[src/rtl/frame_sequencer.sv]
// Per-frame scheduler: on each VGA vertical-sync edge, issues map step, logic step, then commit.
// Optional FRAME_DIV_EN macro: start a sequence only on every FRAME_DIV-th accepted VS edge.
module frame_sequencer #(
  parameter int unsigned TIMEOUT_CYC   = 100000,
  parameter bit          VS_ACTIVE_LOW = 1'b1,
  parameter int unsigned FRAME_DIV     = 2
) (
  input  logic        clk,
  input  logic        rst_n,
  input  logic        vs,
  input  logic        pause,
  input  logic        map_done,
  input  logic        logic_done,
  output logic        map_step,
  output logic        logic_step,
  output logic        commit,
  output logic        busy,
  output logic [15:0] frame_cnt,
  output logic [7:0]  overrun_cnt,
  output logic        timeout_err
);

  localparam int unsigned TO_W    = $clog2(TIMEOUT_CYC);
  localparam logic [TO_W-1:0] TO_LAST = TO_W'(TIMEOUT_CYC - 2);
  localparam logic        VS_IDLE = VS_ACTIVE_LOW;

  typedef enum logic [1:0] {
    ST_IDLE,
    ST_MAP_WAIT,
    ST_LOGIC_WAIT,
    ST_COMMIT
  } state_e;

  state_e          state_q;
  logic [TO_W-1:0] to_cnt_q;
  logic            vs_meta_q, vs_sync_q, vs_hist_q;
  logic            map_step_q, logic_step_q, commit_q, busy_q, timeout_err_q;
  logic [15:0]     frame_cnt_q;
  logic [7:0]      overrun_cnt_q, overrun_cnt_d;
  logic            vs_edge_c, idle_edge_c, start_c;

  // Synchroniser and history flops park at the inactive level so reset never fakes an edge.
  always_ff @(posedge clk or negedge rst_n) begin
    if (!rst_n) begin
      vs_meta_q <= VS_IDLE;
      vs_sync_q <= VS_IDLE;
      vs_hist_q <= VS_IDLE;
    end else begin
      vs_meta_q <= vs;
      vs_sync_q <= vs_meta_q;
      vs_hist_q <= vs_sync_q;
    end
  end

  assign vs_edge_c     = (vs_sync_q != VS_IDLE) && (vs_hist_q == VS_IDLE);
  assign idle_edge_c   = (state_q == ST_IDLE) && vs_edge_c && !pause;
  assign overrun_cnt_d = (overrun_cnt_q == 8'hFF) ? overrun_cnt_q : overrun_cnt_q + 8'd1;

`ifdef FRAME_DIV_EN
  localparam int unsigned DIV_W = (FRAME_DIV > 1) ? $clog2(FRAME_DIV) : 1;
  localparam logic [DIV_W-1:0] DIV_LAST = DIV_W'(FRAME_DIV - 1);

  logic [DIV_W-1:0] div_q;

  // Only accepted, non-paused IDLE edges move the divider.
  always_ff @(posedge clk or negedge rst_n) begin
    if (!rst_n) begin
      div_q <= '0;
    end else if (idle_edge_c) begin
      div_q <= (div_q == DIV_LAST) ? '0 : div_q + DIV_W'(1);
    end
  end

  assign start_c = idle_edge_c && (div_q == DIV_LAST);
`else
  assign start_c = idle_edge_c;
`endif

  // Sequencing FSM; strobes default low and pulse for one cycle on the entering transition.
  always_ff @(posedge clk or negedge rst_n) begin
    if (!rst_n) begin
      state_q       <= ST_IDLE;
      to_cnt_q      <= '0;
      map_step_q    <= 1'b0;
      logic_step_q  <= 1'b0;
      commit_q      <= 1'b0;
      busy_q        <= 1'b0;
      timeout_err_q <= 1'b0;
      frame_cnt_q   <= '0;
      overrun_cnt_q <= '0;
    end else begin
      map_step_q   <= 1'b0;
      logic_step_q <= 1'b0;
      commit_q     <= 1'b0;

      if (vs_edge_c && (state_q != ST_IDLE)) begin
        overrun_cnt_q <= overrun_cnt_d;
      end

      case (state_q)
        ST_IDLE: begin
          if (start_c) begin
            state_q    <= ST_MAP_WAIT;
            map_step_q <= 1'b1;
            busy_q     <= 1'b1;
            to_cnt_q   <= '0;
          end
        end
        ST_MAP_WAIT: begin
          if (map_done) begin
            state_q      <= ST_LOGIC_WAIT;
            logic_step_q <= 1'b1;
            to_cnt_q     <= '0;
          end else if (to_cnt_q == TO_LAST) begin
            state_q       <= ST_IDLE;
            busy_q        <= 1'b0;
            timeout_err_q <= 1'b1;
          end else begin
            to_cnt_q <= to_cnt_q + TO_W'(1);
          end
        end
        ST_LOGIC_WAIT: begin
          if (logic_done) begin
            state_q     <= ST_COMMIT;
            commit_q    <= 1'b1;
            frame_cnt_q <= frame_cnt_q + 16'd1;
          end else if (to_cnt_q == TO_LAST) begin
            state_q       <= ST_IDLE;
            busy_q        <= 1'b0;
            timeout_err_q <= 1'b1;
          end else begin
            to_cnt_q <= to_cnt_q + TO_W'(1);
          end
        end
        ST_COMMIT: begin
          state_q <= ST_IDLE;
          busy_q  <= 1'b0;
        end
        default: begin
          state_q <= ST_IDLE;
          busy_q  <= 1'b0;
        end
      endcase
    end
  end

  assign map_step    = map_step_q;
  assign logic_step  = logic_step_q;
  assign commit      = commit_q;
  assign busy        = busy_q;
  assign frame_cnt   = frame_cnt_q;
  assign overrun_cnt = overrun_cnt_q;
  assign timeout_err = timeout_err_q;

endmodule

[config.mk]
export PLATFORM = sky130hd
export DESIGN_NAME = frame_sequencer
export DESIGN_NICKNAME = d
export VERILOG_FILES = /design/src/rtl/frame_sequencer.sv
export SDC_FILE = /design/constraint.sdc
export NUM_CORES = 1
export LEC_CHECK = 0
export CAP_MARGIN = 20
export CORE_UTILIZATION = 40
export DETAILED_ROUTE_END_ITERATION = 10
export SETUP_SLACK_MARGIN = 0.2
export SLEW_MARGIN = 15
export SYNTH_ARGS = -nofsm -noshare
export SYNTH_HDL_FRONTEND = slang
export SYNTH_SLANG_ARGS = --single-unit
[constraint.sdc]
create_clock -name clk -period 4.8 [get_ports clk]
set_clock_uncertainty 0.2 [all_clocks]
set_input_delay 1.2 -clock clk [delete_from_list [all_inputs] [get_ports clk]]
set_output_delay 1.2 -clock clk [all_outputs]
set_load 0.03 [all_outputs]
==> results of run 1 <==
-- metrics by stage --
stage	instances	cell area, um^2
floorplan	256	2650
global placement	362	3070
detailed placement	362	3070
CTS	370	3170
global route	370	3170
finish	370	3170
-- cell type report --
class	instances	share of cell area (%)
Sequential cell	51	40.3
Tap cell	77	3.04
Clock buffer	7	3.04
Inverter	11	1.30
Timing Repair Buffer	36	11.0
Clock inverter	1	0.237
Multi-Input combinational cell	187	41.0
-- logic make-up after synthesis --
family | after synthesis | share of synthesized area [%]
and+or+nand+nor | 96 | 20.9
AOI/OAI and AO/OA | 52 | 13.5
buffers and inverters | 18 | 2.60
DFF | 51 | 48.3
adders and majority gates | 9 | 4.25
muxes | 8 | 3.12
xor gates and xnor gates | 22 | 7.28
-- layer usage --
| layer | vias up | part of all wire [%] | track usage [%] | wire (um) |
|---|---|---|---|---|
| met2 | 33 | 45 | 25.7 | 2340 |
| met3 | 7 | 3.8 | 3.58 | 196 |
| li1 | 1003 | - | - | - |
| met4 | 0 | 1.6 | 6.11 | 83 |
| met1 | 976 | 49 | 21.5 | 2540 |
| met5 | - | 0 | 0 | 0 |
-- cell usage after synthesis, types with 2 or more instances --
| cell | n |
|---|---|
| dfrtp_1 | 48 |
| o211ai_1 | 2 |
| o21bai_1 | 6 |
| a211oi_1 | 3 |
| dfstp_2 | 3 |
| a21oi_1 | 12 |
| o21ai_0 | 11 |
| clkbuf_1 | 6 |
| or4_1 | 9 |
| and4_1 | 5 |
| a221o_1 | 2 |
| nand2_1 | 15 |
| and3_1 | 6 |
| and2_1 | 2 |
| nor3_1 | 3 |
| ha_1 | 9 |
| or2_2 | 2 |
| nor2_1 | 20 |
| xor2_1 | 9 |
| nor2b_1 | 2 |
| o31ai_1 | 7 |
| nand3_1 | 16 |
| inv_1 | 11 |
| nand4_1 | 9 |
| xnor2_1 | 13 |
| mux2i_1 | 6 |
-- power by group through the flow --
stage	combinational [W]	sequential, W	clock [W]
after floorplan	0.000315	0.000625	0
after global placement	0.000554	0.000556	0
after detailed placement	0.000561	0.000558	0
after CTS	0.000564	0.000550	0.000287
after global routing	0.000621	0.000561	0.000304
final	0.000560	0.000549	0.000276
-- state kept, by name (all words and copies together), names as in the netlist --
name	flops
timeout_err	1
busy	1
map_step	1
vs_hist_q	1
vs_sync_q	1
logic_step	1
state_q	2
commit	1
frame_cnt	16
vs_meta_q	1
overrun_cnt	8
to_cnt_q	17
-- layout by cell type, fill, tap and decap left out, drive strengths merged, types with 2 or more instances in the layout --
cell type	instances
or2	2
a211oi	3
nor2	20
nor3	3
clkbuf	7
mux2	2
and2	2
inv	11
ha	9
nand2	16
o21bai	6
nor2b	2
o21ai	12
and4	5
o31ai	7
xnor2	13
dfstp	3
and3	6
xor2	9
o211ai	2
mux2i	6
or4	9
clkdlybuf4s50	33
a221o	2
buf	3
nand4	9
a21oi	12
nand3	16
dfrtp	48
-- worst paths after layout --
kind	from	end	slack, ns	cells past startpoint
min reg2reg	vs_meta_q	vs_sync_q	0.16	0
max in group asynchronous	rst_n	overrun_cnt[5]	3.18	2
min in group asynchronous	rst_n	map_step	0.79	2
min	vs_meta_q	vs_sync_q	0.16	0
max reg2reg	state_q[0]	to_cnt_q[11]	2.17	7
max	logic_done	to_cnt_q[11]	1.68	6
-- critical path, stage by stage --
cell and delay (ns):
clkdlybuf4s50_1 0.46, a21oi_1 0.28, o21ai_2 0.24, buf_4 0.27, or4_1 0.52, a21oi_1 0.18
==> parameters.txt, run 1 <==
Parameter                              Value

STA
  Headroom to the max-slew limit    57.9%
  Max-slew violation count    0
  Worst-case hold slack    0.160 ns
  Unrepaired setup endpoints after global routing    false
  Slew of the pin with the lowest slew margin    0.632 ns
  Post-layout worst setup margin    1.68 ns
  Final setup TNS    0 ns
  # setup viols final    0
  Post-route clock period utilization    65.1%
  Fmax    320 MHz
  Clock period minus worst slack    3.12 ns
  Fin. Hold Viols    0

Finish
  Antenna diode count    0
  Proportion of layout cells with a drive suffix above 1    9.22%
  Layout overhead on the synthesized area    19.9%
  Count of filler cells inserted in the layout    598
  Finished Core Util    49.7%
  Area taken by multi-input logic gates    0.00130 mm^2
  Count of nets after finishing    307
  Sequential Area    0.00128 mm^2

Clocking
  Maximum level of the CTS H-tree    2
  Max Buffers Root-to-Sink    2
  Number of buffers added for setup after CTS    0
  TritonCTS clock tree    built
  Clock tree root buffer cell    clkbuf_8
  TritonCTS buffer count    5
  Clock slew seen by the registers of the worst setup and hold paths    0.10 ns
  Number of buffers added to fix hold violations after cts    0
  Number of instances resized during post-cts repair    0
  Later-pin clock latency in the skew report    0.31 ns
  Number of clock sinks    51

Worst setup path
  Type of the worst setup path    primary input to flip-flop
  Crit path arrival time    3.16 ns
  Type of origin of the critical path    primary input
  Critical path endpoint category    flip-flop
  Worst Path Max Fanout    23
  Data required time at the worst endpoint    4.83 ns

Logic synthesis
  Area leader, netlist    dfrtp_1
  #FFs+latches synth    51
  Gate count after technology mapping    256
  Part of the Yosys area used for sequential elements    48.3%
  Cell types occupying the most area after synthesis    dfrtp_1 (45%), xnor2_1 (4.3%), ha_1 (4.3%)
  Post-synthesis average cell area    10.3 um^2
  Number of unique standard cell types used by synthesis    45
  Most frequently used flop master after synthesis    dfrtp_1
  Post-synth EDFFs    0
  Fraction of registers with async set/reset    100%
  Share of Yosys cell area claimed by the top area cell type    45.4%
  Yosys warnings    0
  Area of the mapped netlist    0.00265 mm^2
  Syn_nets    271

Placed design
  Detailed-placement wirelength estimate    3630 um
  Post-Place Worst Slack    1.40 ns
  Count of buffers inserted at the top-level ports    34
  Gpl congestion    0.830

Routing
  Number of vias after detailed routing    2019
  DRC errors left    0
  Violation count after the first detailed-routing iteration    109
  Drt first pass iters    4
  Antenna viol nets, final    0
  Wire length per cell    13.9 um
  Final wirelength    5160 um
  Via count normalized by instance count    5.46

Floorplanning
  I/O pin count    35
  Die span in x    83.4 um
  Die Y    83.4 um
  Number of rows created at floorplan    29
  Effective utilization at floorplan    41.5%
  Die area    0.00695 mm^2
  Core region area    0.00639 mm^2

Power
  Total power of the final layout    0.00139 W
  Clock power frac    19.9%
  Internal power contribution    0.000837 W
  Part of the power in registers    39.6%
  Peak supply drop    0.334 mV
  Combinational power share    40.4%
  Switching power    0.000548 W
  Total power divided by cell area    436 mW/mm^2
  Leakage Power    1.33 nW
  Switching Share    39.6%

GRT
  Vias in the first global route    1900
  Global-route usage over all layers    16.1%
  Global-route wire length before repair    8970 um
  Pin count of the biggest net entering global routing    52
  GRT Residual Overflow    0
  Initial antenna violation count    0

Run status
  Result of the run    complete, no violations

Flow run
  Number of max-cap violations    0

Min path
  Worst hold-check path type    flip-flop to flip-flop
(Power assumes the default switching activity.)
==> run 2: changes to the inputs <==
clock period = 2.6 ns   (was 4.8 ns; I/O delays follow)
==> parameters.txt, run 2 (same netlist as run 1, synthesis figures left out) <==
Parameter                              Value

Run status
  Result of the run    complete, no violations

Worst setup path
  Critical path endpoint category    primary output
  Data required time at the worst endpoint    1.75 ns (-3.08 ns)
  Crit path arrival time    1.46 ns (-1.70 ns)
  Slowest Stage Delay on Critical Path    0.70 ns (+0.18 ns)
  Slowest cell on the critical path    clkdlybuf4s50_1
  Type of origin of the critical path    flip-flop
  Type of the worst setup path    flip-flop to primary output
  Cells along the critical path    clkdlybuf4s50_1
  CP bufs+invs    1 (-1)
  Top delay family on crit path    buffers and inverters
  Worst Path Max Fanout    5 (-78%)

Finish
  Count of filler cells inserted in the layout    570 (-4.7%)
  Top library cells by usage in the layout, fill and taps aside    dfrtp_1 (48), clkdlybuf4s50_1 (33), nor2_1 (20), nand3_1 (16), nand2_1 (15)
  Flip-flop count of the largest register, all copies and words added    17 (unchanged)
  Number of standard cells in the final layout excluding fillers    376 (+1.6%)
  Count of nets after finishing    313 (+2.0%)
  Finished Core Util    51.3% (+1.6 points)
  Proportion of layout cells with a drive suffix above 1    11.0% (+1.8 points)
  Area of all placed cells without fillers    0.00328 mm^2 (+3.2%)
  Most flop-heavy register    to_cnt_q
  Antenna diode count    0 (unchanged)
  Commonest non-fill, non-tap cell in the layout    dfrtp_1
  Layout overhead on the synthesized area    23.7%

Routing
  DRC errors left    0 (unchanged)
  Via count normalized by instance count    5.49 (+0.69%)
  Wire length per cell    13.8 um (-0.78%)
  Final wirelength    5200 um (+0.83%)
  Violation count after the first detailed-routing iteration    93 (-15%)
  Number of vias after detailed routing    2066 (+2.3%)
  Antenna viol nets, final    0 (unchanged)
  Drt first pass iters    4 (unchanged)

Placed design
  Gpl congestion    0.837 (+0.87%)
  Placed cell area    0.00315 mm^2 (+2.7%)
  Count of buffers inserted at the top-level ports    34 (unchanged)
  Detailed-placement wirelength estimate    3790 um (+4.3%)
  Placed cell count    368 (+1.7%)

Floorplanning
  Effective utilization at floorplan    41.5% (unchanged)
  Die area    0.00695 mm^2 (unchanged)
  Number of rows created at floorplan    29 (unchanged)
  Core region area    0.00639 mm^2 (unchanged)
  Die span in x    83.4 um (unchanged)
  I/O pin count    35 (unchanged)
  Die Y    83.4 um (unchanged)

Clocking
  Clock tree root buffer cell    clkbuf_8
  Clock slew seen by the registers of the worst setup and hold paths    0.09 ns (about the same)
  Maximum level of the CTS H-tree    2 (unchanged)
  TritonCTS clock tree    built
  Later-pin clock latency in the skew report    0.30 ns (about the same)
  Number of clock sinks    51 (unchanged)
  Max Buffers Root-to-Sink    2 (unchanged)
  TritonCTS buffer count    5 (unchanged)
  Number of buffers added to fix hold violations after cts    0 (unchanged)

STA
  Clock period minus worst slack    2.31 ns
  Headroom to the max-slew limit    61.0% (+3.1 points)
  Fin. Hold Viols    0 (unchanged)
  Fmax    433 MHz
  Slew of the pin with the lowest slew margin    0.585 ns (-0.0470 ns)
  Unrepaired setup endpoints after global routing    true
  Post-route clock period utilization    88.7%
  Max-slew violation count    0 (unchanged)
  # setup viols final    0 (unchanged)

GRT
  Pin count of the biggest net entering global routing    28 (-46%)
  GRT Residual Overflow    0 (unchanged)
  Vias in the first global route    2054 (+8.1%)
  Global-route usage over all layers    16.6% (+0.50 points)
  Global-route wire length before repair    9310 um (+3.8%)
  Initial antenna violation count    0 (unchanged)

Power
  Peak supply drop    0.567 mV (+69%)
  Total power divided by cell area    827 mW/mm^2 (+89%)
  Leakage Power    1.38 nW (+3.4%)

Flow run
  Number of max-cap violations    0 (unchanged)

Min path
  Worst hold-check path type    primary input to async pin
## run 2: cell type report
class                      count  area (um^2)  share of cell area (%)
multi-input combinational    187         1320                    40.3
sequential                    51         1280                    39.1
timing repair buffer          42          433                    13.2
tap                           77         96.3                    2.94
clock buffer                   7         76.3                    2.33
inverter                      11         41.3                    1.26
clock inverter                 1         30.0                   0.917
## run 2: path summary, 6_finish.rpt
| kind | startpoint | endpoint | slack (ns) | cells past startpoint |
|---|---|---|---|---|
| max | frame_cnt[2] | frame_cnt[2] | 0.29 | 1 |
| min | rst_n | frame_cnt[0] | 0.14 | 1 |
| max reg2reg | state_q[0] | to_cnt_q[16] | 0.31 | 7 |
| min reg2reg | vs_meta_q | vs_sync_q | 0.16 | 0 |
| max in group asynchronous | rst_n | frame_cnt[7] | 1.51 | 2 |
| min in group clk | vs_meta_q | vs_sync_q | 0.16 | 0 |
## run 2: timing repair
item	CTS	global route
resized for setup	0	3
buffers inserted	0	0
setup endpoints to repair	0	17
## run 2: stage by stage
step / hold slack (ns) / TNS (ns) / total power [W] / setup slack [ns]
floorplan: 0.145 / 0 / 0.00173 / 0.469
global placement: 0.147 / 0 / 0.00216 / 0.0513
detailed placement: 0.148 / -0.00584 / 0.00218 / -0.00584
CTS: 0.145 / 0 / 0.00273 / 0.220
global route: 0.170 / 0 / 0.00290 / 0.141
finish: 0.135 / 0 / 0.00271 / 0.293
## run 2: routing by layer
metal,vias up,track usage (%),share of wire [%]
met3,5,3.78,4.6
met1,997,21.5,46
met4,0,5.33,1.1
met2,48,27.6,48
li1,1016,-,-
met5,-,0,0
## run 2: report_power, final
part	switching, W	internal, W
Combinational	0.000660	0.000497
Sequential	0.000114	0.000899
Clock	0.000250	0.000288
Total	0.00102	0.00168
